--- src/rtl/obstacle_generator.sv ---
// Obstacle spawner/scroller: two obstacle slots moving left on each game_tick,
// LFSR-driven gap and sprite type, speed ramp, and an IDLE/RUN/CRASHED game state.
module obstacle_generator #(
   parameter int unsigned CONV       = 0,
   parameter int unsigned GEN_LINE   = 250,
   parameter int unsigned MIN_GAP    = 60,
   parameter int unsigned SPEED_INIT = 1,
   parameter int unsigned SPEED_MAX  = 4,
   parameter int unsigned SPEED_STEP = 256
) (
   input  logic            clk,
   input  logic            rst,
   input  logic            game_tick,
   input  logic            crash,
   input  logic            button_up,
   output logic [9:CONV]   obstacle1_pos,
   output logic [9:CONV]   obstacle2_pos,
   output logic [1:0]      obstacle1_type,
   output logic [1:0]      obstacle2_type,
   output logic [2:0]      speed,
   output logic            game_active
);

   localparam int unsigned W  = 10 - CONV;
   localparam int unsigned FW = (SPEED_STEP > 1) ? $clog2(SPEED_STEP) : 1;

   localparam logic [W-1:0]  GEN      = W'(GEN_LINE);
   localparam logic [W-1:0]  GAP_MIN  = W'(MIN_GAP);
   localparam logic [2:0]    SPD_INIT = 3'(SPEED_INIT);
   localparam logic [2:0]    SPD_MAX  = 3'(SPEED_MAX);
   localparam logic [FW-1:0] FRAME_TOP = FW'(SPEED_STEP - 1);
   localparam logic [15:0]   LFSR_SEED = 16'hACE1;

   typedef enum logic [1:0] {StIdle, StRun, StCrashed} state_e;

   state_e        state_q, state_d;
   logic [W-1:0]  pos1_q, pos1_d, pos2_q, pos2_d;
   logic [1:0]    type1_q, type1_d, type2_q, type2_d;
   logic [2:0]    speed_q, speed_d;
   logic [FW-1:0] frame_q, frame_d;
   logic [W-1:0]  gap_q, gap_d;
   logic [15:0]   lfsr_q, lfsr_d;

   logic [W-1:0]  spd_ext, thr;
   logic          spawn1, spawn2;

   // Saturating move: anything that would reach or pass 0 leaves the screen.
   function automatic logic [W-1:0] step_pos(input logic [W-1:0] p, input logic [W-1:0] s);
      return (p <= s) ? '0 : p - s;
   endfunction

   assign spd_ext = W'(speed_q);
   assign thr     = GEN - gap_q;
   assign spawn1  = (pos1_q == '0) && ((pos2_q == '0) || (pos2_q <= thr));
   assign spawn2  = !spawn1 && (pos2_q == '0) && (pos1_q <= thr);

   always_comb begin
      state_d = state_q;
      pos1_d  = pos1_q;
      pos2_d  = pos2_q;
      type1_d = type1_q;
      type2_d = type2_q;
      speed_d = speed_q;
      frame_d = frame_q;
      gap_d   = gap_q;
      lfsr_d  = lfsr_q;
      unique case (state_q)
         StIdle: begin
            if (button_up) state_d = StRun;
         end
         StRun: begin
            if (crash) begin
               state_d = StCrashed;
            end else if (game_tick) begin
               pos1_d = step_pos(pos1_q, spd_ext);
               pos2_d = step_pos(pos2_q, spd_ext);
               if (spawn1) begin
                  pos1_d  = GEN;
                  type1_d = lfsr_q[1:0];
                  gap_d   = GAP_MIN + W'(lfsr_q[7:2]);
               end else if (spawn2) begin
                  pos2_d  = GEN;
                  type2_d = lfsr_q[1:0];
                  gap_d   = GAP_MIN + W'(lfsr_q[7:2]);
               end
               // Galois form of x^16+x^14+x^13+x^11
               lfsr_d = {1'b0, lfsr_q[15:1]} ^ (lfsr_q[0] ? 16'hB400 : 16'h0000);
               if (frame_q == FRAME_TOP) begin
                  frame_d = '0;
                  if (speed_q < SPD_MAX) speed_d = speed_q + 3'd1;
               end else begin
                  frame_d = frame_q + 1'b1;
               end
            end
         end
         StCrashed: begin
            if (button_up) begin
               state_d = StRun;
               pos1_d  = '0;
               pos2_d  = '0;
               speed_d = SPD_INIT;
               frame_d = '0;
               gap_d   = GAP_MIN;
            end
         end
         default: state_d = StIdle;
      endcase
   end

   always_ff @(posedge clk) begin
      if (rst) begin
         state_q <= StIdle;
         pos1_q  <= '0;
         pos2_q  <= '0;
         type1_q <= '0;
         type2_q <= '0;
         speed_q <= SPD_INIT;
         frame_q <= '0;
         gap_q   <= GAP_MIN;
         lfsr_q  <= LFSR_SEED;
      end else begin
         state_q <= state_d;
         pos1_q  <= pos1_d;
         pos2_q  <= pos2_d;
         type1_q <= type1_d;
         type2_q <= type2_d;
         speed_q <= speed_d;
         frame_q <= frame_d;
         gap_q   <= gap_d;
         lfsr_q  <= lfsr_d;
      end
   end

   assign obstacle1_pos  = pos1_q;
   assign obstacle2_pos  = pos2_q;
   assign obstacle1_type = type1_q;
   assign obstacle2_type = type2_q;
   assign speed          = speed_q;
   assign game_active    = (state_q == StRun);

endmodule

--- config.mk ---
export PLATFORM = sky130hd
export DESIGN_NAME = obstacle_generator
export DESIGN_NICKNAME = d
export VERILOG_FILES = /design/src/rtl/obstacle_generator.sv
export SDC_FILE = /design/constraint.sdc
export NUM_CORES = 1
export LEC_CHECK = 0
export ABC_AREA = 1
export BUFFER_PORTS_ARGS = -buffer_cell sky130_fd_sc_hd__buf_4
export CORE_MARGIN = 3
export CORE_UTILIZATION = 54
export CTS_CLUSTER_DIAMETER = 100
export DETAILED_ROUTE_END_ITERATION = 12
export PLACE_DENSITY = 0.83
export SKIP_CTS_REPAIR_TIMING = 1
export SLEW_MARGIN = 20
export SYNTH_ARGS = -nofsm -noshare
export SYNTH_HDL_FRONTEND = slang
export SYNTH_SLANG_ARGS = --single-unit
--- constraint.sdc ---
create_clock -name clk -period 2.3 [get_ports clk]
set_input_delay 0.345 -clock clk [delete_from_list [all_inputs] [get_ports clk]]
set_output_delay 0.345 -clock clk [all_outputs]
set_load 0.05 [all_outputs]
[Word level (Yosys, flattened, before mapping)]
Index checks and enable logic that the tools add are counted.
Operators by class
  $add $sub $neg: 6
  magnitude comparators: 5
  equality and inequality tests: 11
  multiplexer cells: 33
  bitwise gates (word level): 3
  reductions and logical operators: 17
Operators by type and width (number)
  $mux W10: 15
  $pmux W10 S2: 3
  $mux W8: 4
  $le A10 B10 Y1: 2
  $le A10 B3 Y1: 2
  $logic_not A10 Y1: 2
  $sub A10 B3 Y10: 2
  $mux W16: 1
  $pmux W8 S2: 1
  $xor A15 B16 Y16: 1
  $mux W3: 5
  $reduce_and A5 Y1: 2
  $sub A8 B10 Y10 const A: 1
  $add A8 B1 Y8 const B: 1
  $eq A8 B8 Y1 const B: 1
  $ne A2 B2 Y1 const B: 4
  $reduce_and A4 Y1: 2
  $add A6 B6 Y7 const A: 1
  $ne A2 B1 Y1 const B: 3
  $pmux W3 S2: 1
  $reduce_and A6 Y1: 1
  $mux W2: 2
  $pmux W2 S2: 1
  $add A3 B1 Y3 const B: 1
  13 further kinds: 16
Word-level totals
  register bits: 63
  input bits: 5
  output and inout port bits: 28
  word-level logic and storage cells: 84

[Logic depth before layout (Yosys ltp)]
Gate-level depths: netlist of the first run.
  depth in word-level cells: 12
  gate-level depth with buffers: 20
  gate-level depth less buffers: 19

[Least setup slack after synthesis of the first run]
Ideal clock, no wire load.
  path kind: reg2reg
  start point: register state_q[1]
  end point: register pos1_q[3] (netlist: obstacle1_pos[3])
  setup time: 0.074 ns
  arrival time: 2.217 ns
  data required time: 2.226 ns
  setup slack: 0.009 ns
  cell stages (with the launch flop): 13
  path buffers: 0
  period minus slack after synthesis: 2.291 ns
  path through: dfxtp_1 inv_1 ha_1 inv_1 nor2_4 inv_2 nor2_4 inv_2 nor2_2 inv_1 o21ai_0 nand2_1 a31oi_1
On the way
  longest elaborated chain between the ends: 3
  elaborated cells on any way between the ends: 8
  those cells by class: 5 x eq/ne; 1 x mux; 2 x reduce/logical
RTL lines
  from (decl): line 36  | state_e state_q, state_d;
  from (signal assigned): line 112  | state_q <= StIdle;
  from (signal assigned): line 122  | state_q <= state_d;
  $eq A2 B1 Y1 *
  via game_active: line 21  | output logic game_active
  $ne A2 B2 Y1 (no source line) or $reduce_bool A2 Y1 (tied branches)
  $reduce_and A4 Y1 (no source line)
  to (signal assigned): line 123  | pos1_q <= pos1_d;
  to (decl): line 37  | logic [W-1:0] pos1_q, pos1_d, pos2_q, pos2_d;
The timed path passes the listed nets; every way through them passes the cells marked *.
A chain may end at the register's enable or synchronous reset.

[Worst setup path after layout of the first run]
  start point: register gap_q[1]
  end point: register gap_q[1]
On the way
  longest elaborated chain between the ends: 9
  elaborated cells on any way between the ends: 14
  those cells by class: 1 x add/sub; 2 x order compare; 1 x eq/ne; 4 x mux; 6 x reduce/logical
RTL lines
  from (decl): line 41  | logic [W-1:0] gap_q, gap_d;
  from (signal assigned): line 129  | gap_q <= gap_d;
  $sub A8 B10 Y10 *: line 53  | assign thr = GEN - gap_q;
  $le A10 B10 Y1: line 54  | assign spawn1 = (pos1_q == '0) && ((pos2_q == '0) || (pos2_q <= thr));
  $logic_or A1 B1 Y1: line 54
  $logic_and A1 B1 Y1: line 54
  $logic_not A1 Y1: line 55  | assign spawn2 = !spawn1 && (pos2_q == '0) && (pos1_q <= thr);
  $logic_and A1 B1 Y1 (2 in a row): line 55
  $ne A3 B1 Y1 (no source line)
  $reduce_and A5 Y1 (no source line)
Mark *: on every way between the ends. The rest lies on a longest branch, timed or not. The select of a mux whose other input is x is not followed.

==> summary.md, run 1 <==
| Metric | Value |
|---|---|
| Buffers on Ports | `32` |
| Worst slew pin tran | `approximately 0.84 ns` |
| Vias/cell | `roughly 5.6` |
| CP most frequent cell | `nand2_2` |
| Row cnt | `29` |
| Final-stage net count | `roughly 630` |
| Mean area per synthesized cell | `~6.9 um^2` |
| Pleak | `roughly 2.1 nW` |
| Gp weighted congestion | `about 1` |
| Clock Power Share | `slightly below 20%` |
| Core Footprint | `between 6000 and 7000 um^2` |
| Area delta synth->final | `21.7%` |
| Max clock buf depth | `2` |
| Die X | `approximately 90 um` |
| Clock skew | `0.0156 ns` |
| Drt drc | `0` |
| Critical path class | `register to register` |
| Register area | `1210 um^2` |
| CTS tree | `built` |
| FF+latch count, synth | `60` |
| CP Capture Type | `register` |
| Sw frac | `about 47%` |
| Async SR Flop Fraction | `0%` |
| Overall Global Routing Usage | `25.0%` |
| Detailed Place HPWL | `roughly 7500 um` |
| Post-DR wirelength/cell | `14.6 um` |
| Max Fclk | `between 400 and 500 MHz` |
| Switching pwr | `just under 0.003 W` |
| GRT overflow | `0` |
| Sequential area share after synthesis | `about a third` |
| Synth top area cells | `dfxtp_1, nand2_1, ha_1` |
| EDFF count, synth | `0` |
| Footprint of the multi-input gates | `between 2000 and 2500 um^2` |
| Reg power frac | `a little under a quarter` |
| Yosys top cell by area | `dfxtp_1` |
| Max-cap viol count | `0` |
| CP max stage cell | `dfxtp_4` |
| Clock sink count | `60` |
| Fillers | `between 500 and 600` |
| Top post-synthesis cells by count | `nand2_1, inv_1, dfxtp_1` |
| Outcome | `finished clean` |
| Top-count cell post-synth | `nand2_1` |
| Crit-path max FO | `5` |
| Synth Cell Area | `roughly 3800 um^2` |
| Largest net degree at the start of global routing | `33` |
| Synth warn | `0` |
| Min-Delay Path Class | `input port to register` |
| Global-route wire length before repair | `roughly 17000 um` |
| Routed Antenna Nets | `0` |
| Synth Flop Type | `dfxtp_1` |
| Clk_lat worst skew | `roughly 0.36 ns` |
| Part of the cycle the worst path needs | `98.9%` |
| Post-synthesis cell count | `550` |
| Fin cells | `699` |
| Placed Instance Area | `~4200 um^2` |
| Max VDD drop | `around 0.00088 V` |
| Total power | `just over 0.006 W` |
| RSZ-0062 raised after global routing | `yes` |
| Fin. Hold Viols | `0` |
| Vias in the first global route | `about 3700` |
| Combinational Power Share | `between 50% and 60%` |
| Internal | `between 0.003 and 0.004 W` |
| H-tree Lvls | `3` |
| Initial DRC count | `272` |
| Post-route cell area | `4620 um^2` |
| Distinct cells, synth | `between 40 and 50` |
| Clock transition at path regs | `roughly 0.070 ns` |
| Vias | `about 3900` |
| Worst path buffer plus inverter count | `2` |
| Root Buffer | `clkbuf_8` |
| Die height | `89.9 um` |
| Ports | `33` |
| DRT Pass-1 Iters | `5` |
| N_diodes | `0` |
| Antenna violations before repair | `0` |
| Top-area cell type share of the netlist area | `31.6%` |
| TritonCTS Buffers | `9` |
| Max-slew violations | `0` |
| Initial cell density of the core | `57.9%` |
| Layout cells sized above 1 | `between 20% and 30%` |
| Slew headroom | `43.7%` |
| Overall routed net length | `roughly 10000 um` |
| DIE AREA | `8080 um^2` |
| Final min period | `2.28 ns` |
| Slowest cell delay on critical path | `approximately 0.37 ns` |
| CP top delay family | `simple AND/OR/NAND/NOR gates` |
| Final setup vio count | `0` |
| Element type at the critical path start | `register` |
| Net Count, Synth | `between 500 and 600` |
| Placed instance count | `just under 700` |
| PwrDens | `1330 nW/um^2` |
| CP arrival | `2.51 ns` |
| CP required | `between 2 and 3 ns` |
| CP Cell Sequence | `ha_4 > inv_2 > nand2_2 > nand2_2 > ha_4 > and3_4 > nand2_2 > nor2_2 > nand3_1 > nor2_1 > nor2_2 > nand2_4 > nand2_4 > nand3_4 > buf_6 > nand3_2 > nand2_1 > nor2_1` |
routing by layer:
layer	vias up	routed length, um	track usage (%)
li1	1923	-	-
met1	1821	4410	30.9
met2	117	4970	41.8
met3	31	557	4.92
met4	0	301	11.9
met5	-	0	0
metrics by stage:
step / setup slack (ns) / setup TNS (ns) / utilization [%] / hold slack (ns)
after floorplan: 0.00885 / 0 / - / 0.430
after global placement: 0.0740 / 0 / 64.3 / 0.440
after detailed placement: -0.0450 / -0.0605 / 64.3 / 0.455
after CTS: -0.127 / -0.379 / 68.1 / 0.381
after global routing: -0.112 / -1.28 / 70.4 / 0.400
final: 0.0245 / 0 / 70.4 / 0.385
final cells by class:
class                   instances  area share (%)
repair buffers                 58            9.77
clock inverters                 6            2.41
inverters                      75            6.11
well taps                      93            2.52
clock buffers                  10            2.98
flip-flops and latches         60            26.1
multi-input cells             397            50.1
path summary, 6_finish.rpt:
kind | from | cells past startpoint | slack (ns) | end
worst max register to register | gap_q[1] | 18 | 0.02 | gap_q[1]
worst max-delay path | gap_q[1] | 18 | 0.02 | gap_q[1]
worst min-delay path | button_up | 4 | 0.39 | state_q[1]
worst min register to register | obstacle2_type[0] | 2 | 0.46 | obstacle2_type[0]
worst reg2reg max path: cells and delay by family, from the launching register on:
family	cells	cell delay, ns
simple gates	14	1.23
fa+ha+maj	2	0.41
buf+inv	2	0.15
flops	1	0.37
sequential cells by signal, indices dropped and copies added (netlist names):
signal	count
obstacle1_pos	10
obstacle2_pos	10
frame_q	8
obstacle2_type	2
speed	3
obstacle1_type	2
lfsr_q	16
state_q	2
gap_q	7
cell usage in the layout, fill, tap and decap left out, types with 7 or more instances in the layout:
cell,count
nand2_1,110
inv_1,69
dfxtp_1,57
buf_4,56
nor2_1,46
a21oi_1,44
nand3_1,43
o21ai_0,26
ha_1,18
nand2_2,10
clkbuf_8,10
nor3_1,9
nand4_1,9
nor2_2,7
power groups by stage:
stage / sequential (W) / combinational [W] / clock [W]
2_1_floorplan: 0.00162 / 0.00220 / 0
3_3_place_gp: 0.00141 / 0.00318 / 0
3_5_place_dp: 0.00142 / 0.00325 / 0
4_1_cts: 0.00139 / 0.00328 / 0.00121
5_1_grt: 0.00143 / 0.00392 / 0.00126
6_report: 0.00141 / 0.00355 / 0.00121
logic make-up (layout without fill, tap and decap cells):
| family | Yosys count | count (layout) | share of synthesized area [%] |
|---|---|---|---|
| buffers and inverters | 93 | 149 | 9.68 |
| adders and majority gates | 23 | 23 | 7.97 |
| AOI/OAI and AO/OA | 100 | 100 | 15.1 |
| xor gates and xnor gates | 8 | 8 | 1.84 |
| DFF | 60 | 60 | 31.6 |
| and+or+nand+nor | 266 | 266 | 33.8 |
Power figures use the tool's default switching activity.
==> run 2: changes to the inputs <==
--- a/config.mk
+++ b/config.mk
@@ -12,6 +12,7 @@
 export CTS_CLUSTER_DIAMETER = 100
 export DETAILED_ROUTE_END_ITERATION = 12
 export PLACE_DENSITY = 0.83
+export SETUP_SLACK_MARGIN = 0.3
 export SKIP_CTS_REPAIR_TIMING = 1
 export SLEW_MARGIN = 20
 export SYNTH_ARGS = -nofsm -noshare
==> run 2 against run 1 <==
Net effect: final area up 1.8%; total power down 2.4%; cell count up 0.14%; sequential share of layout area about the same; clock power down 19%; hold slack better by 0.010 ns; core utilization up 1.3 points; critical path type unchanged; largest cell class unchanged.
==> summary.md, run 2 (synthesis gave the netlist of run 1 again) <==
| Metric | Value |
|---|---|
| DRT Pass-1 Iters | `5 (unchanged)` |
| Slowest cell delay on critical path | `0.38 ns (about the same)` |
| CP Capture Type | `register` |
| Sw frac | `50.2% (+3.3 points)` |
| Commonest non-fill, non-tap cell in the layout | `nand2_1` |
| CP required | `2.54 ns (about the same)` |
| Ports | `33 (unchanged)` |
| Final min period | `2.30 ns (+0.0217 ns)` |
| Layout cells sized above 1 | `27.2% (+6.1 points)` |
| Footprint of the multi-input gates | `2430 um^2 (+4.9%)` |
| Worst slew pin tran | `0.875 ns (+0.0307 ns)` |
| CTS tree | `built` |
| Area delta synth->final | `23.9%` |
| Vias/cell | `5.60 (+0.63%)` |
| Overall routed net length | `10600 um (+3.9%)` |
| Reg power frac | `23.6% (+0.8 points)` |
| Min-Delay Endpoint | `lfsr_q[12]` |
| Fin cells | `700 (+0.14%)` |
| Critical path class | `register to register` |
| Largest net degree at the start of global routing | `33 (unchanged)` |
| Global-route wire length before repair | `16700 um (-0.78%)` |
| Element type at the critical path start | `register` |
| Root Buffer | `clkbuf_8` |
| Final-stage net count | `630 (+0.16%)` |
| Outcome | `finished clean` |
| FF-to-FF setup slack | `0.003 ns (-0.02 ns)` |
| Fin. Hold Viols | `0 (unchanged)` |
| Max reg flops | `16 (unchanged)` |
| Clk_lat worst skew | `0.34 ns (-0.02 ns)` |
| Routed Antenna Nets | `0 (unchanged)` |
| Reg-to-Reg Start | `gap_q[0]` |
| Detailed Place HPWL | `7550 um (+0.35%)` |
| Max VDD drop | `0.000933 V (+5.7%)` |
| Top reg by flops | `lfsr_q` |
| Post-route cell area | `4710 um^2 (+1.8%)` |
| CP Cell Sequence | `ha_4 > inv_2 > nand2_4 > nand2_4 > ha_4 > and3_4 > nand2_4 > nor2_4 > nand3_2 > nor2_2 > nor2_2 > nand2_4 > nand2_4 > nand3_4 > buf_6 > nand3_2 > nand2_1 > nor2_1` |
| Hold path start | `rst` |
| Die X | `89.9 um (unchanged)` |
| Max-slew violations | `0 (unchanged)` |
| Internal | `0.00300 W (-8.4%)` |
| Overall Global Routing Usage | `25.1% (+0.097 points)` |
| RSZ-0062 raised after global routing | `yes` |
| Reg2reg path depth | `18 (unchanged)` |
| Pleak | `2.10 nW (-1.3%)` |
| H-tree Lvls | `3 (unchanged)` |
| Vias in the first global route | `3525 (-3.8%)` |
| Buffers on Ports | `32 (unchanged)` |
| Clock skew | `0.00797 ns (-0.00765 ns)` |
| Post-DR wirelength/cell | `15.2 um (+3.8%)` |
| Final setup vio count | `0 (unchanged)` |
| Slew headroom | `41.6% (-2.0 points)` |
| Worst hold slack | `0.395 ns (+0.0101 ns)` |
| Initial cell density of the core | `57.9% (unchanged)` |
| Core Footprint | `6570 um^2 (unchanged)` |
| Reg2Reg Capture Point | `gap_q[0]` |
| Vias | `3922 (+0.77%)` |
| Part of the cycle the worst path needs | `99.9% (+0.94 points)` |
| Post-layout util | `71.7% (+1.3 points)` |
| CP arrival | `2.54 ns (+0.03 ns)` |
| Fillers | `507 (-6.5%)` |
| Antenna violations before repair | `0 (unchanged)` |
| Placed instance count | `674 (-0.44%)` |
| Commonest non-fill, non-tap cells in the layout | `nand2_1, inv_1, buf_4, dfxtp_1, a21oi_1` |
| Clock Power Share | `16.2% (-3.4 points)` |
| Max clock buf depth | `2 (unchanged)` |
| Placed Instance Area | `4280 um^2 (+1.3%)` |
| Drt drc | `0 (unchanged)` |
| Register area | `1230 um^2 (+2.0%)` |
| Die height | `89.9 um (unchanged)` |
| Row cnt | `29 (unchanged)` |
| CP max stage cell | `dfxtp_4` |
| Max-cap viol count | `0 (unchanged)` |
| Clock transition at path regs | `0.08 ns (about the same)` |
| N_diodes | `0 (unchanged)` |
| Min-Delay Path Class | `input port to register` |
| CP most frequent cell | `nand2_4` |
| Max Fclk | `435 MHz (-0.94%)` |
| Worst Hold Depth | `2 (-2)` |
| Combinational Power Share | `60.2% (+2.6 points)` |
| Initial DRC count | `260 (-4.4%)` |
| Clock sink count | `60 (unchanged)` |
| TritonCTS Buffers | `9 (unchanged)` |
| DIE AREA | `8080 um^2 (unchanged)` |
| GRT overflow | `0 (unchanged)` |
| PwrDens | `1280 nW/um^2 (-4.1%)` |
| Crit-path max FO | `7 (+2)` |
| Switching pwr | `0.00302 W (+4.4%)` |
| Gp weighted congestion | `0.964 (-1.6%)` |
==> run 2: changes by cell type in the layout (fill, tap and decap cells not counted), sizes merged <==
| cell | previous run | this run |
|---|---|---|
| clkinvlp | 1 | 5 |
| bufinv | 3 | 1 |
| clkbuf | 10 | 9 |
==> run 2: power by group through the flow <==
stage	logic [W]	registers, W	clock network (W)
after floorplan	0.00224	0.00165	0
after global placement	0.00318	0.00142	0
after detailed placement	0.00325	0.00143	0
after CTS	0.00329	0.00141	0.000980
after global routing	0.00397	0.00144	0.00104
final	0.00363	0.00142	0.000978
==> run 2: critical path: cells and delay by family (launching register included) <==
family / cells / cell delay (ns)
fa+ha+maj: 2 / 0.41
buf+inv: 2 / 0.18
flops: 1 / 0.38
simple gates: 14 / 1.22
==> run 2: worst max path at each step <==
stage,from,to,slack [ns]
6_report,gap_q[0],gap_q[0],0.003
5_1_grt,gap_q[0],gap_q[3],-0.14
4_1_cts,gap_q[0],gap_q[1],-0.05
3_5_place_dp,gap_q[0],gap_q[1],-0.02
3_3_place_gp,gap_q[0],gap_q[1],0.05
2_1_floorplan,gap_q[0],gap_q[0],0.28
==> run 2: area by class of cell <==
type                       count  share of cell area (%)
multi-input combinational    397                    51.6
sequential                    60                    26.2
timing repair buffer          58                    9.33
inverter                      75                    6.09
clock buffer                   9                    2.63
tap                           93                    2.47
clock inverter                 7                    1.59
timing repair inverter         1                   0.106
==> run 2: metrics by stage <==
stage | total power (W) | worst slack, ns | setup TNS (ns)
after detailed placement | 0.00468 | -0.0210 | -0.0399
final | 0.00602 | 0.00286 | 0
after global placement | 0.00460 | 0.0477 | 0
after global routing | 0.00645 | -0.136 | -1.63
after CTS | 0.00567 | -0.0528 | -0.135
after floorplan | 0.00389 | 0.282 | 0
==> run 2: layer usage <==
layer / vias up / track usage [%] / wire length [um]
met4: 0 / 11.4 / 334
li1: 1926 / - / -
met1: 1824 / 31.2 / 4380
met3: 30 / 4.92 / 718
met2: 142 / 42.0 / 5200
met5: - / 0 / 0
